[config.mk]
export PLATFORM = sky130hd
export DESIGN_NAME = systolic_mm_engine_flat
export DESIGN_NICKNAME = d
export VERILOG_FILES = /design/src/rtl/systolic_mm_engine_if.sv /design/src/rtl/systolic_mm_engine.sv /design/src/flat_wrapper.sv
export SDC_FILE = /design/constraint.sdc
export NUM_CORES = 2
export LEC_CHECK = 0
export ABC_AREA = 1
export CORE_MARGIN = 10
export CORE_UTILIZATION = 60
export DETAILED_ROUTE_END_ITERATION = 8
export MAX_ROUTING_LAYER = met4
export PLACE_DENSITY = 0.83
export SYNTH_ARGS = -nofsm -noshare
export SYNTH_HDL_FRONTEND = slang
export SYNTH_SLANG_ARGS = --single-unit
export TNS_END_PERCENT = 1
[constraint.sdc]
create_clock -name clk -period 12 [get_ports clk]
set_input_delay 1.8 -clock clk [delete_from_list [all_inputs] [get_ports clk]]
set_output_delay 1.8 -clock clk [all_outputs]
set_load 0.05 [all_outputs]
[src/rtl/systolic_mm_engine_if.sv]
// Host-facing bus of the systolic matrix-multiply engine: operand loading,
// job control and the streamed result port.
interface systolic_mm_engine_if #(
    parameter int N      = 2,
    parameter int DATA_W = 16,
    parameter int ACC_W  = 40
);
    localparam int IDX_W = 2 * $clog2(N);

    logic [DATA_W-1:0] data;
    logic              load_in;
    logic              weight_in;
    logic              start;
    logic              in_ready;
    logic              busy;
    logic              start_err;
    logic              done;
    // Result stream: a beat transfers on a rising edge where out_valid and
    // out_ready are both high. While out_valid is high and out_ready is low the
    // engine keeps out_valid, out_data and out_idx unchanged.
    logic              out_valid;
    logic              out_ready;
    logic [ACC_W-1:0]  out_data;
    logic [IDX_W-1:0]  out_idx;

    modport master (
        output data, load_in, weight_in, start, out_ready,
        input  in_ready, busy, start_err, done, out_valid, out_data, out_idx
    );

    modport slave (
        input  data, load_in, weight_in, start, out_ready,
        output in_ready, busy, start_err, done, out_valid, out_data, out_idx
    );
endinterface

[src/rtl/systolic_mm_engine.sv]
// N x N output-stationary systolic engine computing C = A*B from serially
// loaded operand buffers and streaming C out in row-major order.
module systolic_mm_engine #(
    parameter int N      = 2,
    parameter int DATA_W = 16,
    parameter int ACC_W  = 40,
    parameter bit SIGNED = 1'b1
) (
    input  logic                clk,
    input  logic                reset,
    systolic_mm_engine_if.slave bus,
    output logic [1:0]          dbg_state
);
    localparam int NN  = N * N;
    localparam int LG  = $clog2(N);
    localparam int PW  = $clog2(NN);
    localparam int CNW = $clog2(NN + 1);
    localparam int CW  = $clog2(3 * N - 2);
    localparam logic [CW-1:0]  LAST_CYC = CW'(3 * N - 3);
    localparam logic [CNW-1:0] FULL     = CNW'(NN);
    localparam logic [PW-1:0]  LAST_PTR = PW'(NN - 1);
    localparam logic [LG-1:0]  LAST_RC  = LG'(N - 1);

    typedef enum logic [1:0] {IDLE = 2'd0, COMPUTE = 2'd1, DRAIN = 2'd2} state_t;
    state_t state_q, state_d;

    logic [DATA_W-1:0] buf_a [NN];
    logic [DATA_W-1:0] buf_b [NN];
    logic [PW-1:0]     ptr_a, ptr_b;
    logic [CNW-1:0]    cnt_a, cnt_b;
    logic [CW-1:0]     cyc;
    logic [LG-1:0]     di, dj;
    logic [DATA_W-1:0] a_reg [N][N];
    logic [DATA_W-1:0] b_reg [N][N];
    logic [DATA_W-1:0] pe_a  [N][N];
    logic [DATA_W-1:0] pe_b  [N][N];
    logic [ACC_W-1:0]  acc   [N][N];
    logic [DATA_W-1:0] left_feed [N];
    logic [DATA_W-1:0] top_feed  [N];
    logic              start_ok, start_bad, beat, last_beat;
    logic              done_q, start_err_q;

    function automatic logic [ACC_W-1:0] mul_ext(input logic [DATA_W-1:0] x,
                                                 input logic [DATA_W-1:0] y);
        logic signed [2*DATA_W-1:0] ps;
        logic        [2*DATA_W-1:0] pu;
        ps = (2*DATA_W)'($signed(x)) * (2*DATA_W)'($signed(y));
        pu = (2*DATA_W)'(x) * (2*DATA_W)'(y);
        if (SIGNED) return ACC_W'(ps);
        else        return ACC_W'(pu);
    endfunction

    always_comb begin
        state_d   = state_q;
        start_ok  = 1'b0;
        start_bad = 1'b0;
        beat      = 1'b0;
        last_beat = 1'b0;
        case (state_q)
            IDLE: if (bus.start) begin
                if (cnt_a == FULL && cnt_b == FULL) begin
                    start_ok = 1'b1;
                    state_d  = COMPUTE;
                end else begin
                    start_bad = 1'b1;
                end
            end
            COMPUTE: if (cyc == LAST_CYC) state_d = DRAIN;
            DRAIN: begin
                beat      = bus.out_ready;
                last_beat = bus.out_ready && di == LAST_RC && dj == LAST_RC;
                if (last_beat) state_d = IDLE;
            end
            default: state_d = IDLE;
        endcase
    end

    always_ff @(posedge clk or negedge reset) begin
        if (!reset) state_q <= IDLE;
        else        state_q <= state_d;
    end

    // Skewed edge feeds: row i of A and column i of B start i cycles late.
    always_comb begin
        for (int i = 0; i < N; i++) begin
            left_feed[i] = '0;
            top_feed[i]  = '0;
            if (int'(cyc) >= i && int'(cyc) < i + N) begin
                left_feed[i] = buf_a[PW'(i * N + int'(cyc) - i)];
                top_feed[i]  = buf_b[PW'((int'(cyc) - i) * N + i)];
            end
        end
    end

    for (genvar i = 0; i < N; i++) begin : g_row
        for (genvar j = 0; j < N; j++) begin : g_col
            if (j == 0) begin : g_left
                assign pe_a[i][j] = left_feed[i];
            end else begin : g_inner_a
                assign pe_a[i][j] = a_reg[i][j-1];
            end
            if (i == 0) begin : g_top
                assign pe_b[i][j] = top_feed[j];
            end else begin : g_inner_b
                assign pe_b[i][j] = b_reg[i-1][j];
            end
        end
    end

    always_ff @(posedge clk or negedge reset) begin
        if (!reset) begin
            ptr_a       <= '0;
            ptr_b       <= '0;
            cnt_a       <= '0;
            cnt_b       <= '0;
            cyc         <= '0;
            di          <= '0;
            dj          <= '0;
            done_q      <= 1'b0;
            start_err_q <= 1'b0;
            for (int k = 0; k < NN; k++) begin
                buf_a[k] <= '0;
                buf_b[k] <= '0;
            end
            for (int i = 0; i < N; i++) begin
                for (int j = 0; j < N; j++) begin
                    a_reg[i][j] <= '0;
                    b_reg[i][j] <= '0;
                    acc[i][j]   <= '0;
                end
            end
        end else begin
            done_q      <= last_beat;
            start_err_q <= start_bad;
            if (state_q == IDLE && bus.load_in) begin
                buf_a[ptr_a] <= bus.data;
                ptr_a        <= (ptr_a == LAST_PTR) ? '0 : ptr_a + 1'b1;
                if (cnt_a != FULL) cnt_a <= cnt_a + 1'b1;
            end
            if (state_q == IDLE && bus.weight_in) begin
                buf_b[ptr_b] <= bus.data;
                ptr_b        <= (ptr_b == LAST_PTR) ? '0 : ptr_b + 1'b1;
                if (cnt_b != FULL) cnt_b <= cnt_b + 1'b1;
            end
            if (start_ok) begin
                cyc <= '0;
                di  <= '0;
                dj  <= '0;
                for (int i = 0; i < N; i++) begin
                    for (int j = 0; j < N; j++) begin
                        a_reg[i][j] <= '0;
                        b_reg[i][j] <= '0;
                        acc[i][j]   <= '0;
                    end
                end
            end
            if (state_q == COMPUTE) begin
                cyc <= cyc + 1'b1;
                for (int i = 0; i < N; i++) begin
                    for (int j = 0; j < N; j++) begin
                        a_reg[i][j] <= pe_a[i][j];
                        b_reg[i][j] <= pe_b[i][j];
                        acc[i][j]   <= acc[i][j] + mul_ext(pe_a[i][j], pe_b[i][j]);
                    end
                end
            end
            // cnt_b survives the job so the weights can be reused.
            if (last_beat) begin
                di    <= '0;
                dj    <= '0;
                cnt_a <= '0;
                ptr_a <= '0;
                ptr_b <= '0;
            end else if (beat) begin
                if (dj == LAST_RC) begin
                    dj <= '0;
                    di <= di + 1'b1;
                end else begin
                    dj <= dj + 1'b1;
                end
            end
        end
    end

    assign bus.in_ready  = (state_q == IDLE);
    assign bus.busy      = (state_q != IDLE);
    assign bus.out_valid = (state_q == DRAIN);
    assign bus.out_data  = (state_q == DRAIN) ? acc[di][dj] : '0;
    assign bus.out_idx   = (state_q == DRAIN) ? {di, dj} : '0;
    assign bus.done      = done_q;
    assign bus.start_err = start_err_q;
    assign dbg_state     = state_q;
endmodule
[src/flat_wrapper.sv]
// flat-port wrapper written by rule: the top's interface ports become plain ports
module systolic_mm_engine_flat 
#(
    parameter int N      = 2,
    parameter int DATA_W = 16,
    parameter int ACC_W  = 40,
    parameter bit SIGNED = 1'b1
)
  (clk, reset, dbg_state, bus_data, bus_load_in, bus_weight_in, bus_start, bus_out_ready, bus_in_ready, bus_busy, bus_start_err, bus_done, bus_out_valid, bus_out_data, bus_out_idx);
  systolic_mm_engine_if #(.N(N), .DATA_W(DATA_W), .ACC_W(ACC_W)) bus_i ();
  input  logic clk;
  input  logic reset;
  output logic [1:0] dbg_state;
  input wire logic [$bits(bus_i.data)-1:0] bus_data;
  input wire logic [$bits(bus_i.load_in)-1:0] bus_load_in;
  input wire logic [$bits(bus_i.weight_in)-1:0] bus_weight_in;
  input wire logic [$bits(bus_i.start)-1:0] bus_start;
  input wire logic [$bits(bus_i.out_ready)-1:0] bus_out_ready;
  output wire logic [$bits(bus_i.in_ready)-1:0] bus_in_ready;
  output wire logic [$bits(bus_i.busy)-1:0] bus_busy;
  output wire logic [$bits(bus_i.start_err)-1:0] bus_start_err;
  output wire logic [$bits(bus_i.done)-1:0] bus_done;
  output wire logic [$bits(bus_i.out_valid)-1:0] bus_out_valid;
  output wire logic [$bits(bus_i.out_data)-1:0] bus_out_data;
  output wire logic [$bits(bus_i.out_idx)-1:0] bus_out_idx;
  assign bus_i.data = bus_data;
  assign bus_i.load_in = bus_load_in;
  assign bus_i.weight_in = bus_weight_in;
  assign bus_i.start = bus_start;
  assign bus_i.out_ready = bus_out_ready;
  assign bus_in_ready = bus_i.in_ready;
  assign bus_busy = bus_i.busy;
  assign bus_start_err = bus_i.start_err;
  assign bus_done = bus_i.done;
  assign bus_out_valid = bus_i.out_valid;
  assign bus_out_data = bus_i.out_data;
  assign bus_out_idx = bus_i.out_idx;
  systolic_mm_engine #(.N(N), .DATA_W(DATA_W), .ACC_W(ACC_W), .SIGNED(SIGNED)) u_core (.clk(clk), .reset(reset), .bus(bus_i), .dbg_state(dbg_state));
endmodule
==> reports/qor.yml <==
outcome:
  outcome: "finished, final reports clean"
synth:
  yosys.area_share.simple_pct: 20.4
  avgSynthCellArea_um2: 7.59
  synth_fa_ha_area_share_pct: 40.7
  syn_inst: 8833
  synth_compound_area_share_pct: 10.4
  synthMostInstantiatedCell: "nand2_1"
  synth_top_family_by_area: "adder cells"
  ys_ff_latch: 370
  dominantRegCellSynth: "dfrtp_1"
  syn_nets: 10400
  synth_area_leaders: "fa_1 (31%), dfrtp_1 (14%), nand2_1 (11%), inv_1 (10%), ha_1 (9.3%)"
  synth_warnings: 0
  synthMuxAreaShare_pct: 0.418
  synth-edff-count: 0
  async_reset_ff_share_pct: 100
  synth_common_cells: "nand2_1 (1962), inv_1 (1856), fa_1 (1052)"
  synth.largest_area_cell: "fa_1"
  synthDistinctLibCells: 68
  synth_top_area_share_pct: 31.4
  synth_xor_area_share_pct: 1.95
  synth_area_mm2: 0.0671
  synth-seq-area-share_pct: 13.8
worst_setup_path:
  timing.rr.start: "u_core.cyc[1]$_DFFE_PN0P_"
  slowest_delay_ns: 1.01
  critPathRequiredTime_ns: 12.55
  worstPathArrival_ns: 10.87
  cp_common_cell: "fa_1"
  critical_path_class: "reg -> reg"
  endpoint_kind: "flop"
  cp_slowest_cell: "dfrtp_2"
  critPathMaxFanout: 28
  cp-start-kind: "flop"
  startpoint: "u_core.cyc[1]$_DFFE_PN0P_"
place:
  dp_cells: 10200
  io_buffers: 70
  finalWeightedCongestion: 1.08
  dp_hpwl_mm: 181
  dpl_cell_area_mm2: 0.0688
floorplan:
  core_mm2: 0.111
  rows: 122
  die_w_um: 354
  io_pins: 71
  dieArea_mm2: 0.126
  start_util_pct: 60.5
  die_y_um: 354
finish:
  syn_to_final_growth_pct: 5.16
  instances_no_fill: 10300
  largest_reg_flops: 160
  layout-drive-gt1-share_pct: 4.04
  seq_area_mm2: 0.00926
  fin_nets: 10300
  multi_input_comb_area_mm2: 0.0496
  nFillCells: 9683
  fin_area_mm2: 0.0705
  top_regs: "u_core.acc: 160 flops, u_core.buf_a: 64 flops, u_core.buf_b: 64 flops"
  largest_register: "u_core.acc"
route:
  drtIter0Drc: 5602
  wl_mm: 223
  drc: 0
  vias: 59800
  drtPass1Iterations: 8
  ant_nets: 0
  vias_per_cell: 5.82
  wl_per_cell_um: 21.7
timing:
  finalSetupViolCount: 0
  tightest_slew_ns: 1.15
  layout_min_cycle_time_ns: 10.31
  skew_ns: 0.0498
  hold_viol_final: 0
  max_freq_ghz: 0.0970
  hold_ws_ns: 0.479
  fin_setup_tns_ns: 0
  rsz0062_at_grt: "no"
  fin_crit_sh_pct: 85.9
  slew_violations: 0
  max_slew_margin_pct: 23.4
cts:
  post-cts-setup-buffers: 0
  cts_sinks: 370
  cts_tree: "done"
  root_buffer: "clkbuf_16"
  htreeDepth: 2
  path_clk_slew_ns: 0.06
  ctsHoldBuffers: 0
  cts_buffer_depth: 3
  clock_latency_ns: 0.69
  numCtsBuffers: 50
  cts_resized: 0
global_route:
  grt_first_pass_wirelength_mm: 348
  grt_antenna_before_repair: 10
  gr-usage-all-layers_pct: 36.7
  overflow: 0
  grt_max_degree: 86
  grt_pass1_vias: 62900
min_path:
  hold_path_class: "reg -> reg"
  min_from: "u_core.cnt_b[2]$_DFFE_PN0P_"
flow_run:
  maxCapViolCount: 0
## routing by layer
layer | vias to the layer above | routed length (µm) | share of wire [%] | global-route usage, %
met5 | - | 0 | 0 | -
met4 | 0 | 17400 | 7.8 | 23.1
met3 | 902 | 22400 | 10 | 8.27
met2 | 3010 | 102000 | 46 | 57.9
met1 | 29200 | 80500 | 36 | 42.4
li1 | 26700 | - | - | -
## final timing paths
path,to,slack (ns),depth (start not counted)
setup reg to reg,u_core.acc[115]$_DFFE_PN0P_,1.69,30
hold reg to reg,u_core.cnt_b[2]$_DFFE_PN0P_,0.48,1
max in group asynchronous,u_core.di$_DFF_PN0_,8.70,3
setup / recovery,u_core.acc[115]$_DFFE_PN0P_,1.69,30
min in group asynchronous,u_core.acc[32]$_DFFE_PN0P_,1.04,1
hold / removal,u_core.cnt_b[2]$_DFFE_PN0P_,0.48,1
## kinds of logic after synthesis
group                      after synthesis
and+or+nand+nor                       3353
buffers and inverters                 2153
adders and majority gates             1553
AOI/OAI and AO/OA                     1227
DFF                                    370
xor gates and xnor gates               149
muxes                                   28
## placed cells by master, fill, tap and decap left out, drive strengths merged, types with 4 or more instances in the layout
cell type,n
a21o,44
o22ai,76
nand3,205
ha,501
nand3b,14
clkbuf,67
clkdlybuf4s50,69
inv,1895
o211ai,12
nor4,8
o21ai,546
nor2,1013
bufinv,4
diode,5
nand4,29
fa,1052
o21bai,43
and3,6
nand2b,4
buf,34
a211oi,4
nor3,79
dfrtp,370
nand2,1985
clkinv,28
xnor2,67
xor2,82
a21boi,19
mux2i,28
or2,6
a21oi,435
a31oi,31
## cell type report
cell class	instances	share of cell area [%]
Timing Repair Buffer	103	1.35
Antenna cell	5	0.0177
Clock inverter	23	0.452
Sequential cell	370	13.1
Tap cell	1488	2.64
Multi-Input combinational cell	6310	70.3
Clock buffer	67	1.96
Inverter	1907	10.2
## critical path, delay by kind of cell, from the launching register on
kind                     cells  cell delay [ns]
adder cells (fa/ha/maj)      9             4.98
AND/OR/NAND/NOR             12             2.28
buffers and inverters        4             1.11
flip-flops                   1             1.01
AO/OA/AOI/OAI                5             0.76
## per-stage QoR
step           setup WS, ns  utilization, %
4_1_cts                1.89            63.6
3_3_place_gp           2.02            62.1
6_report               1.69            63.7
5_1_grt                1.20            63.6
3_5_place_dp           2.00            62.1
2_1_floorplan          4.54               -
Power is left out: the tool's default activity adds up to more than one toggle a clock period on the data nets, which glitch-free logic cannot reach.
